<file path="src/rtl/uart_pkg.sv">
// Shared UART definitions: one-hot frame states and oversampling helpers.
// Imported by the RX datapath and its baud tick generator.
package uart_pkg;

    localparam int STATE_W = 5;

    typedef enum logic [STATE_W-1:0] {
        S_IDLE   = 5'b00001,
        S_START  = 5'b00010,
        S_DATA   = 5'b00100,
        S_PARITY = 5'b01000,
        S_STOP   = 5'b10000
    } state_t;

    function automatic int mid_idx(input int os);
        return (os / 2) - 1;
    endfunction

endpackage

</file>
<file path="src/rtl/uart_baud_tick.sv">
// Oversampling tick generator: one-clock tick every DIV clocks,
// DIV = max(1, CLK_FREQ / (BAUD * OVERSAMPLE)).
module uart_baud_tick
    import uart_pkg::*;
#(
    parameter int CLK_FREQ   = 50_000_000,
    parameter int BAUD       = 115200,
    parameter int OVERSAMPLE = 16
) (
    input  logic clk,
    input  logic rst,
    output logic tick
);

    localparam int DIV_RAW = CLK_FREQ / (BAUD * OVERSAMPLE);
    localparam int DIV     = (DIV_RAW < 1) ? 1 : DIV_RAW;
    localparam int CW      = (DIV > 1) ? $clog2(DIV) : 1;

    logic [CW-1:0] cnt_q;
    logic [CW-1:0] cnt_d;

    always_comb begin
        tick  = (cnt_q == CW'(DIV - 1));
        cnt_d = tick ? '0 : cnt_q + 1'b1;
    end

    always_ff @(posedge clk or posedge rst) begin
        if (rst) begin
            cnt_q <= '0;
        end else begin
            cnt_q <= cnt_d;
        end
    end

endmodule

</file>
<file path="src/rtl/uart_rx_byte.sv">
// UART receiver: sync, oversample, deserialise LSB-first, hold byte on valid/ready.
// Define UART_RX_PARITY_EN to add an even-parity bit between data and stop.
module uart_rx_byte
    import uart_pkg::*;
#(
    parameter int CLK_FREQ   = 50_000_000,
    parameter int BAUD       = 115200,
    parameter int OVERSAMPLE = 16,
    parameter int DATA_BITS  = 8
) (
    input  logic                 clk,
    input  logic                 rst,
    input  logic                 rx,
    output logic [DATA_BITS-1:0] data,
    output logic                 valid,
    input  logic                 ready,
    output logic                 frame_err,
    output logic                 parity_err,
    output logic                 overrun,
    output logic                 busy
);

    localparam int              OS_W  = (OVERSAMPLE > 1) ? $clog2(OVERSAMPLE) : 1;
    localparam logic [OS_W-1:0] MID   = OS_W'(mid_idx(OVERSAMPLE));
    localparam logic [OS_W-1:0] LAST  = OS_W'(OVERSAMPLE - 1);
    localparam logic [3:0]      NBITS = 4'(DATA_BITS);

    logic tick;

    uart_baud_tick #(
        .CLK_FREQ  (CLK_FREQ),
        .BAUD      (BAUD),
        .OVERSAMPLE(OVERSAMPLE)
    ) u_tick (
        .clk (clk),
        .rst (rst),
        .tick(tick)
    );

    logic [1:0]           sync_q, sync_d;
    state_t               state_q, state_d;
    logic [OS_W-1:0]      os_q, os_d;
    logic [3:0]           bit_q, bit_d;
    logic [DATA_BITS-1:0] sh_q, sh_d;
    logic [DATA_BITS-1:0] data_q, data_d;
    logic                 valid_q, valid_d;
    logic                 ferr_q, ferr_d;
    logic                 perr_q, perr_d;
    logic                 ovr_q, ovr_d;
    logic                 rx_s, mid, wrap, stop_mid, par_bad, good;

`ifdef UART_RX_PARITY_EN
    logic par_q, par_d;
    assign par_bad = ^{sh_q, par_q};
`else
    assign par_bad = 1'b0;
`endif

    assign rx_s = sync_q[1];

    // Counter keeps running from START into DATA so every mid tick is mid-bit.
    always_comb begin
        sync_d   = {sync_q[0], rx};
        mid      = tick && (os_q == MID);
        wrap     = tick && (os_q == LAST);
        state_d  = state_q;
        os_d     = os_q;
        bit_d    = bit_q;
        sh_d     = sh_q;
        stop_mid = 1'b0;
`ifdef UART_RX_PARITY_EN
        par_d    = par_q;
`endif
        if (tick) begin
            os_d = wrap ? '0 : os_q + 1'b1;
        end
        case (state_q)
            S_IDLE: begin
                os_d = '0;
                if (tick && !rx_s) begin
                    state_d = S_START;
                end
            end
            S_START: begin
                if (mid) begin
                    state_d = rx_s ? S_IDLE : S_DATA;
                    bit_d   = '0;
                end
            end
            S_DATA: begin
                if (mid) begin
                    sh_d  = {rx_s, sh_q[DATA_BITS-1:1]};
                    bit_d = bit_q + 1'b1;
                end
                if (wrap && bit_q == NBITS) begin
`ifdef UART_RX_PARITY_EN
                    state_d = S_PARITY;
`else
                    state_d = S_STOP;
`endif
                end
            end
`ifdef UART_RX_PARITY_EN
            S_PARITY: begin
                if (mid) begin
                    par_d = rx_s;
                end
                if (wrap) begin
                    state_d = S_STOP;
                end
            end
`endif
            S_STOP: begin
                if (mid) begin
                    stop_mid = 1'b1;
                    state_d  = S_IDLE;
                end
            end
            default: state_d = S_IDLE;
        endcase
    end

    always_comb begin
        good    = stop_mid && rx_s && !par_bad;
        data_d  = data_q;
        valid_d = valid_q && !ready;
        ferr_d  = stop_mid && !rx_s;
        perr_d  = stop_mid && rx_s && par_bad;
        ovr_d   = 1'b0;
        if (good) begin
            if (valid_q && !ready) begin
                ovr_d = 1'b1;
            end else begin
                data_d  = sh_q;
                valid_d = 1'b1;
            end
        end
    end

    always_ff @(posedge clk or posedge rst) begin
        if (rst) begin
            sync_q  <= 2'b11;
            state_q <= S_IDLE;
            os_q    <= '0;
            bit_q   <= '0;
            sh_q    <= '0;
            data_q  <= '0;
            valid_q <= 1'b0;
            ferr_q  <= 1'b0;
            perr_q  <= 1'b0;
            ovr_q   <= 1'b0;
`ifdef UART_RX_PARITY_EN
            par_q   <= 1'b0;
`endif
        end else begin
            sync_q  <= sync_d;
            state_q <= state_d;
            os_q    <= os_d;
            bit_q   <= bit_d;
            sh_q    <= sh_d;
            data_q  <= data_d;
            valid_q <= valid_d;
            ferr_q  <= ferr_d;
            perr_q  <= perr_d;
            ovr_q   <= ovr_d;
`ifdef UART_RX_PARITY_EN
            par_q   <= par_d;
`endif
        end
    end

    assign data       = data_q;
    assign valid      = valid_q;
    assign frame_err  = ferr_q;
    assign parity_err = perr_q;
    assign overrun    = ovr_q;
    assign busy       = (state_q != S_IDLE);

endmodule

</file>
<file path="config.mk">
export PLATFORM = sky130hd
export DESIGN_NAME = uart_rx_byte
export DESIGN_NICKNAME = d
export VERILOG_FILES = /design/src/rtl/uart_pkg.sv /design/src/rtl/uart_baud_tick.sv /design/src/rtl/uart_rx_byte.sv
export SDC_FILE = /design/constraint.sdc
export NUM_CORES = 1
export LEC_CHECK = 0
export CAP_MARGIN = 20
export CORE_MARGIN = 2
export CORE_UTILIZATION = 60
export CTS_CLUSTER_DIAMETER = 40
export CTS_CLUSTER_SIZE = 28
export DETAILED_ROUTE_END_ITERATION = 10
export PLACE_DENSITY = 0.83
export SYNTH_ARGS = -nofsm -noshare
export SYNTH_HDL_FRONTEND = slang
export SYNTH_SLANG_ARGS = --single-unit
</file>
<file path="constraint.sdc">
create_clock -name clk -period 3.65 [get_ports clk]
set_input_delay 1.095 -clock clk [delete_from_list [all_inputs] [get_ports clk]]
set_output_delay 1.095 -clock clk [all_outputs]
set_load 0.005 [all_outputs]
</file>
==> results of run 1 <==
[worst reg2reg max path: stages, from the launching register on]
cell,delay [ns]
dfrtp_1,0.43
or4b_1,0.68
nor4_4,0.82
mux2_2,0.41
[sequential cells by signal, indices dropped and copies added, names as in the netlist]
| register | count |
|---|---|
| valid | 1 |
| u_tick.cnt_q | 5 |
| sync_q | 2 |
| os_q | 4 |
| frame_err | 1 |
| state_q | 4 |
| bit_q | 4 |
| overrun | 1 |
| data | 8 |
| sh_q | 8 |
[power by group through the flow]
| stage | sequential [mW] | clock [mW] | combinational [mW] |
|---|---|---|---|
| after global placement | 0.432 | 0 | 0.0132 |
| after detailed placement | 0.432 | 0 | 0.0135 |
| after CTS | 0.424 | 0.378 | 0.0136 |
| final | 0.424 | 0.368 | 0.0128 |
| after floorplan | 0.432 | 0 | 0.00736 |
| after global routing | 0.424 | 0.393 | 0.0150 |
[layout by cell type, fill, tap and decap left out, types with 2 or more instances in the layout]
cell type	n
dfrtp_1	35
nor2_1	17
clkdlybuf4s50_1	15
nand2_1	11
mux2_2	10
mux2_4	6
inv_1	5
nand3_1	5
ha_1	5
clkbuf_4	5
a22o_1	3
o21ai_0	3
a21oi_1	3
buf_4	3
dfstp_2	3
or4b_1	2
nor3_1	2
xor2_1	2
xnor2_1	2
and2_1	2
bufinv_16	2
[final cells by class]
type	count	area, µm²	share of cell area
multi-input cells	94	716	0.356
inverters	5	18.8	0.00933
clock inverters	2	60.1	0.0299
well taps	31	38.8	0.0193
clock buffers	6	51.3	0.0255
repair buffers	18	173	0.0858
flip-flops and latches	38	955	0.475
[per-stage QoR]
step | total power [mW] | utilization | instances | worst slack (ns)
after floorplan | 0.439 | - | 142 | 1.32
after global placement | 0.445 | 0.695 | 186 | 1.05
after detailed placement | 0.446 | 0.695 | 186 | 1.01
after CTS | 0.815 | 0.736 | 194 | 0.662
after global routing | 0.832 | 0.736 | 194 | 0.518
final | 0.805 | 0.736 | 194 | 0.700
[kinds of logic after synthesis]
logic type / share of synthesized area
adders and majority gates: 0.0363
buffers and inverters: 0.0312
AOI/OAI and AO/OA: 0.0747
xor gates and xnor gates: 0.0203
other: 0.00217
muxes: 0.123
and+or+nand+nor: 0.158
DFF: 0.554
[worst paths after layout]
kind,start,to,slack (ns)
max,state_q[0],busy,0.70
min,sync_q[0],sync_q[1],0.36
max reg2reg,state_q[4],sh_q[0],1.21
min reg2reg,sync_q[0],sync_q[1],0.36
max in group asynchronous,rst,state_q[0],1.83
min in group asynchronous,rst,data[1],1.13
[routing by layer]
metal	up-vias	global-route usage	routed length [µm]
met2	25	0.338	1510
met3	7	0.0408	98
li1	540	-	-
met4	0	0.0797	44
met1	559	0.262	1290
met5	-	0	0
==> impl_metrics.toml, run 1 <==
[global_routing]
grt_first_pass_wirelength_um = 5090
antenna_found_initial = 0
grt_max_degree = 19
overflow = 0
track_usage = 0.203
first_global_vias = 1147

[die]
core-area_um2 = 2730
ios = 17
fp.dieH_um = 57.6
rows = 19
start_util = 0.631
die_w_um = 57.6
die_area_um2 = 3320

[yosys]
synth_fp_nets = 151
synth_area_leaders = "dfrtp_1 (51%), mux2_2 (6.5%), mux2_4 (5.2%), dfstp_2 (4.6%), nor2_1 (3.7%)"
synth_top_cells_by_count = "dfrtp_1 (35), nor2_1 (17), nand2_1 (11)"
netlist.area_leader.share = 0.508
ys_ff_latch = 38
synthCells = 142
ys.flop_type = "dfrtp_1"
seq_area_frac_synth = 0.554
synthDistinctLibCells = 42
synth.most_common_cell = "dfrtp_1"
async_flop_share = 1.00
synth.yosys.warnings = 0
synth_edf_count = 0
avgSynthCellArea_um2 = 12.1
synth_area_leader_cell = "dfrtp_1"
syn_area_um2 = 1720

[sta]
worst_slew_pin_slew_ns = 0.866
finalHoldViolCount = 0
finalCritPeriodShare = 0.808
drv_slew = 0
relSlewSlack = 0.418
setup_viol = 0
finClkSkew_ns = 0.00440
finalSetupTns_ns = 0
whs_ns = 0.364
fmax_mhz = 339
rsz0062_at_grt = "no"
min_period_ns = 2.95

[critical_path]
crit_family = "buffers and inverters"
startpoint_type = "register"
crit_chain = "nor4b_1 -> buf_4 -> inv_1 -> clkdlybuf4s50_1"
critPathRequiredTime_ns = 2.55
cp_slowest_stage_delay_ns = 0.56
cp.depth = 4
reg2reg_depth = 3
slowest_stage = "dfstp_2"
crit_buf_inv = 3
worstPathArrival_ns = 1.86
worstSetupPathType = "register to output pin"
cp-end-kind = "output pin"
cp_max_fo = 6

[clocking]
cts_buffers = 5
cts.sinks = 38
cts_max_path_buffers = 2
clkTransAtPathRegs_ns = 0.11
h-tree-depth = 2
hold_buffers = 0
post_cts_buffers = 0
cts_tree = "built"
clock_latency_ns = 0.34
clock-root-buffer = "clkbuf_4"
cts_resized = 0

[finish]
area_growth_pct = 16.7
fin_area_um2 = 2010
fillers = 195
nets = 171
num_antenna_cells = 0
drive_gt1_frac = 0.209

[power_and_ir_drop]
switching_share = 0.181
powerDensity_nw_per_um2 = 400
p_leak_nw = 0.920
p_sw_mw = 0.146
seqPwrFrac = 0.527
combPwrFrac = 0.016
pwr-share-clk = 0.457
ir_worst_vdd_mv = 0.409
p_int_mw = 0.659

[routing]
drt_wl_total_um = 2950
vias = 1131
dr.pass1.iters = 4
drt_iter0_drc = 33
ant_nets = 0
vias_per_cell = 5.83
wl_per_cell_um = 15.2
drc = 0

[place]
hpwl_um = 2100
portBuffers = 15
postPlaceCellArea_um2 = 1900
gp_congestion = 0.750

[min_path]
min_path_cells = 0
hold_class = "register to register"

[run]
cap_violations = 0

[run_status]
outcome = "finished, final reports clean"
Note: power is estimated with default switching activity, not from simulation.
==> run 2: changes to the inputs <==
--- a/config.mk
+++ b/config.mk
@@ -7,11 +7,11 @@
 export LEC_CHECK = 0
 export CAP_MARGIN = 20
 export CORE_MARGIN = 2
-export CORE_UTILIZATION = 60
+export CORE_UTILIZATION = 55
 export CTS_CLUSTER_DIAMETER = 40
 export CTS_CLUSTER_SIZE = 28
 export DETAILED_ROUTE_END_ITERATION = 10
-export PLACE_DENSITY = 0.83
+export PLACE_DENSITY = 0.77
 export SYNTH_ARGS = -nofsm -noshare
 export SYNTH_HDL_FRONTEND = slang
 export SYNTH_SLANG_ARGS = --single-unit
==> constraint.sdc (replaced) <==
create_clock -name clk -period 3 [get_ports clk]
set_input_delay 0.9 -clock clk [delete_from_list [all_inputs] [get_ports clk]]
set_output_delay 0.9 -clock clk [all_outputs]
set_load 0.005 [all_outputs]
==> run 2 against run 1 <==
Register-to-register slack worse by 0.50 ns. First-iteration DRC count up 150%. Clock skew down 0.00085 ns. Critical path type unchanged.
==> impl_metrics.toml, run 2 (same netlist as run 1, synthesis figures left out) <==
[finish]
drive_gt1_frac = 0.207
num_antenna_cells = 0
fillers = 225
final_common_cell = "dfrtp_1"
final_core_util = 0.655
seqCellArea_um2 = 955
layoutNonFillerInstCount = 208
nets = 172
mostFrequentLayoutCells = "dfrtp_1 (35), nor2_1 (17), clkdlybuf4s50_1 (15), nand2_1 (11), mux2_2 (10)"
area_growth_pct = 15.1
multi_input_area_um2 = 716

[clocking]
cts.sinks = 38
clkTransAtPathRegs_ns = 0.11
hold_buffers = 0
post_cts_buffers = 0
clock-root-buffer = "clkbuf_4"
cts_max_path_buffers = 2
cts_tree = "built"
cts_buffers = 5
cts_resized = 0
clock_latency_ns = 0.34
h-tree-depth = 2

[power_and_ir_drop]
powerDensity_nw_per_um2 = 407
p_leak_nw = 0.903
ir_worst_vdd_mv = 0.288

[run]
cap_violations = 0

[sta]
fmax_mhz = 367
min_period_ns = 2.73
rsz0062_at_grt = "no"
finalSetupTns_ns = 0
setup_ws_ns = 0.273
finalCritPeriodShare = 0.909
setup_viol = 0
finalHoldViolCount = 0
drv_slew = 0
finClkSkew_ns = 0.00355

[critical_path]
cp_max_fo = 6
worstSetupPathType = "register to output pin"
slowest_stage = "dfstp_2"
crit_chain = "nor4b_1 -> buf_4 -> inv_1 -> clkdlybuf4s50_1"
critPathRequiredTime_ns = 2.10
startpoint_type = "register"
worstPathArrival_ns = 1.83
cp-end-kind = "output pin"
crit_buf_inv = 3
cp_slowest_stage_delay_ns = 0.57
crit_family = "buffers and inverters"

[routing]
drt_wl_total_um = 3060
wl_per_cell_um = 14.7
drc = 0
ant_nets = 0
dr.pass1.iters = 4
drt_iter0_drc = 81
vias_per_cell = 5.30
vias = 1103

[global_routing]
grt_first_pass_wirelength_um = 5300
grt_max_degree = 39
track_usage = 0.205
first_global_vias = 1155
antenna_found_initial = 0
overflow = 0

[die]
start_util = 0.569
core-area_um2 = 3030
die_area_um2 = 3600
die_w_um = 60.0
fp.dieH_um = 60.0
rows = 20
ios = 17

[min_path]
hold_class = "register to register"

[place]
portBuffers = 15
hpwl_um = 2150
dpl.cell_count = 200
gp_congestion = 0.764
preCtsSetupSlack_ns = 0.473

[run_status]
outcome = "finished, final reports clean"
[run 2: changes by cell type in the layout (fill, tap and decap cells not counted)]
cell,before,now
bufinv_16,2,0
clkbuf_1,0,1
clkinv_2,0,1
buf_4,3,4
[run 2: per-stage QoR]
step | instance area, µm² | power (mW) | hold WS (ns)
after global routing | 1980 | 0.838 | 0.372
final | 1980 | 0.809 | 0.371
after detailed placement | 1920 | 0.542 | 0.350
after floorplan | 1720 | 0.534 | 0.345
after CTS | 1980 | 0.813 | 0.370
after global placement | 1920 | 0.541 | 0.348
[run 2: report_power, final]
| group | total (mW) | leakage (nW) | internal (mW) | switching [mW] |
|---|---|---|---|---|
| logic | 0.0149 | 0.362 | 0.00457 | 0.0103 |
| registers | 0.516 | 0.506 | 0.515 | 0.00170 |
| clock network | 0.277 | 0.0353 | 0.114 | 0.164 |
[run 2: area by class of cell]
type,instances,share of cell area
clock buffers,7,0.0277
clock inverters,1,0.00252
inverters,5,0.00946
multi-input cells,94,0.361
flip-flops and latches,38,0.481
well taps,44,0.0277
repair buffers,19,0.0908
[run 2: path summary, 6_finish.rpt]
| check | startpoint | to | cells after the start | slack, ns |
|---|---|---|---|---|
| max in group asynchronous | rst | sync_q[0] | 3 | 1.69 |
| worst min-delay path | sync_q[0] | sync_q[1] | 0 | 0.37 |
| worst min register to register | sync_q[0] | sync_q[1] | 0 | 0.37 |
| worst max-delay path | state_q[0] | busy | 4 | 0.27 |
| min in group asynchronous | rst | valid | 3 | 0.96 |
| worst max register to register | u_tick.cnt_q[0] | data[4] | 7 | 0.71 |
[run 2: layer usage]
layer | track usage | vias to the layer above | share of wire
met4 | 0.102 | 0 | 0.016
li1 | - | 537 | -
met1 | 0.267 | 541 | 0.46
met2 | 0.314 | 20 | 0.49
met3 | 0.0563 | 5 | 0.038
met5 | 0 | - | 0
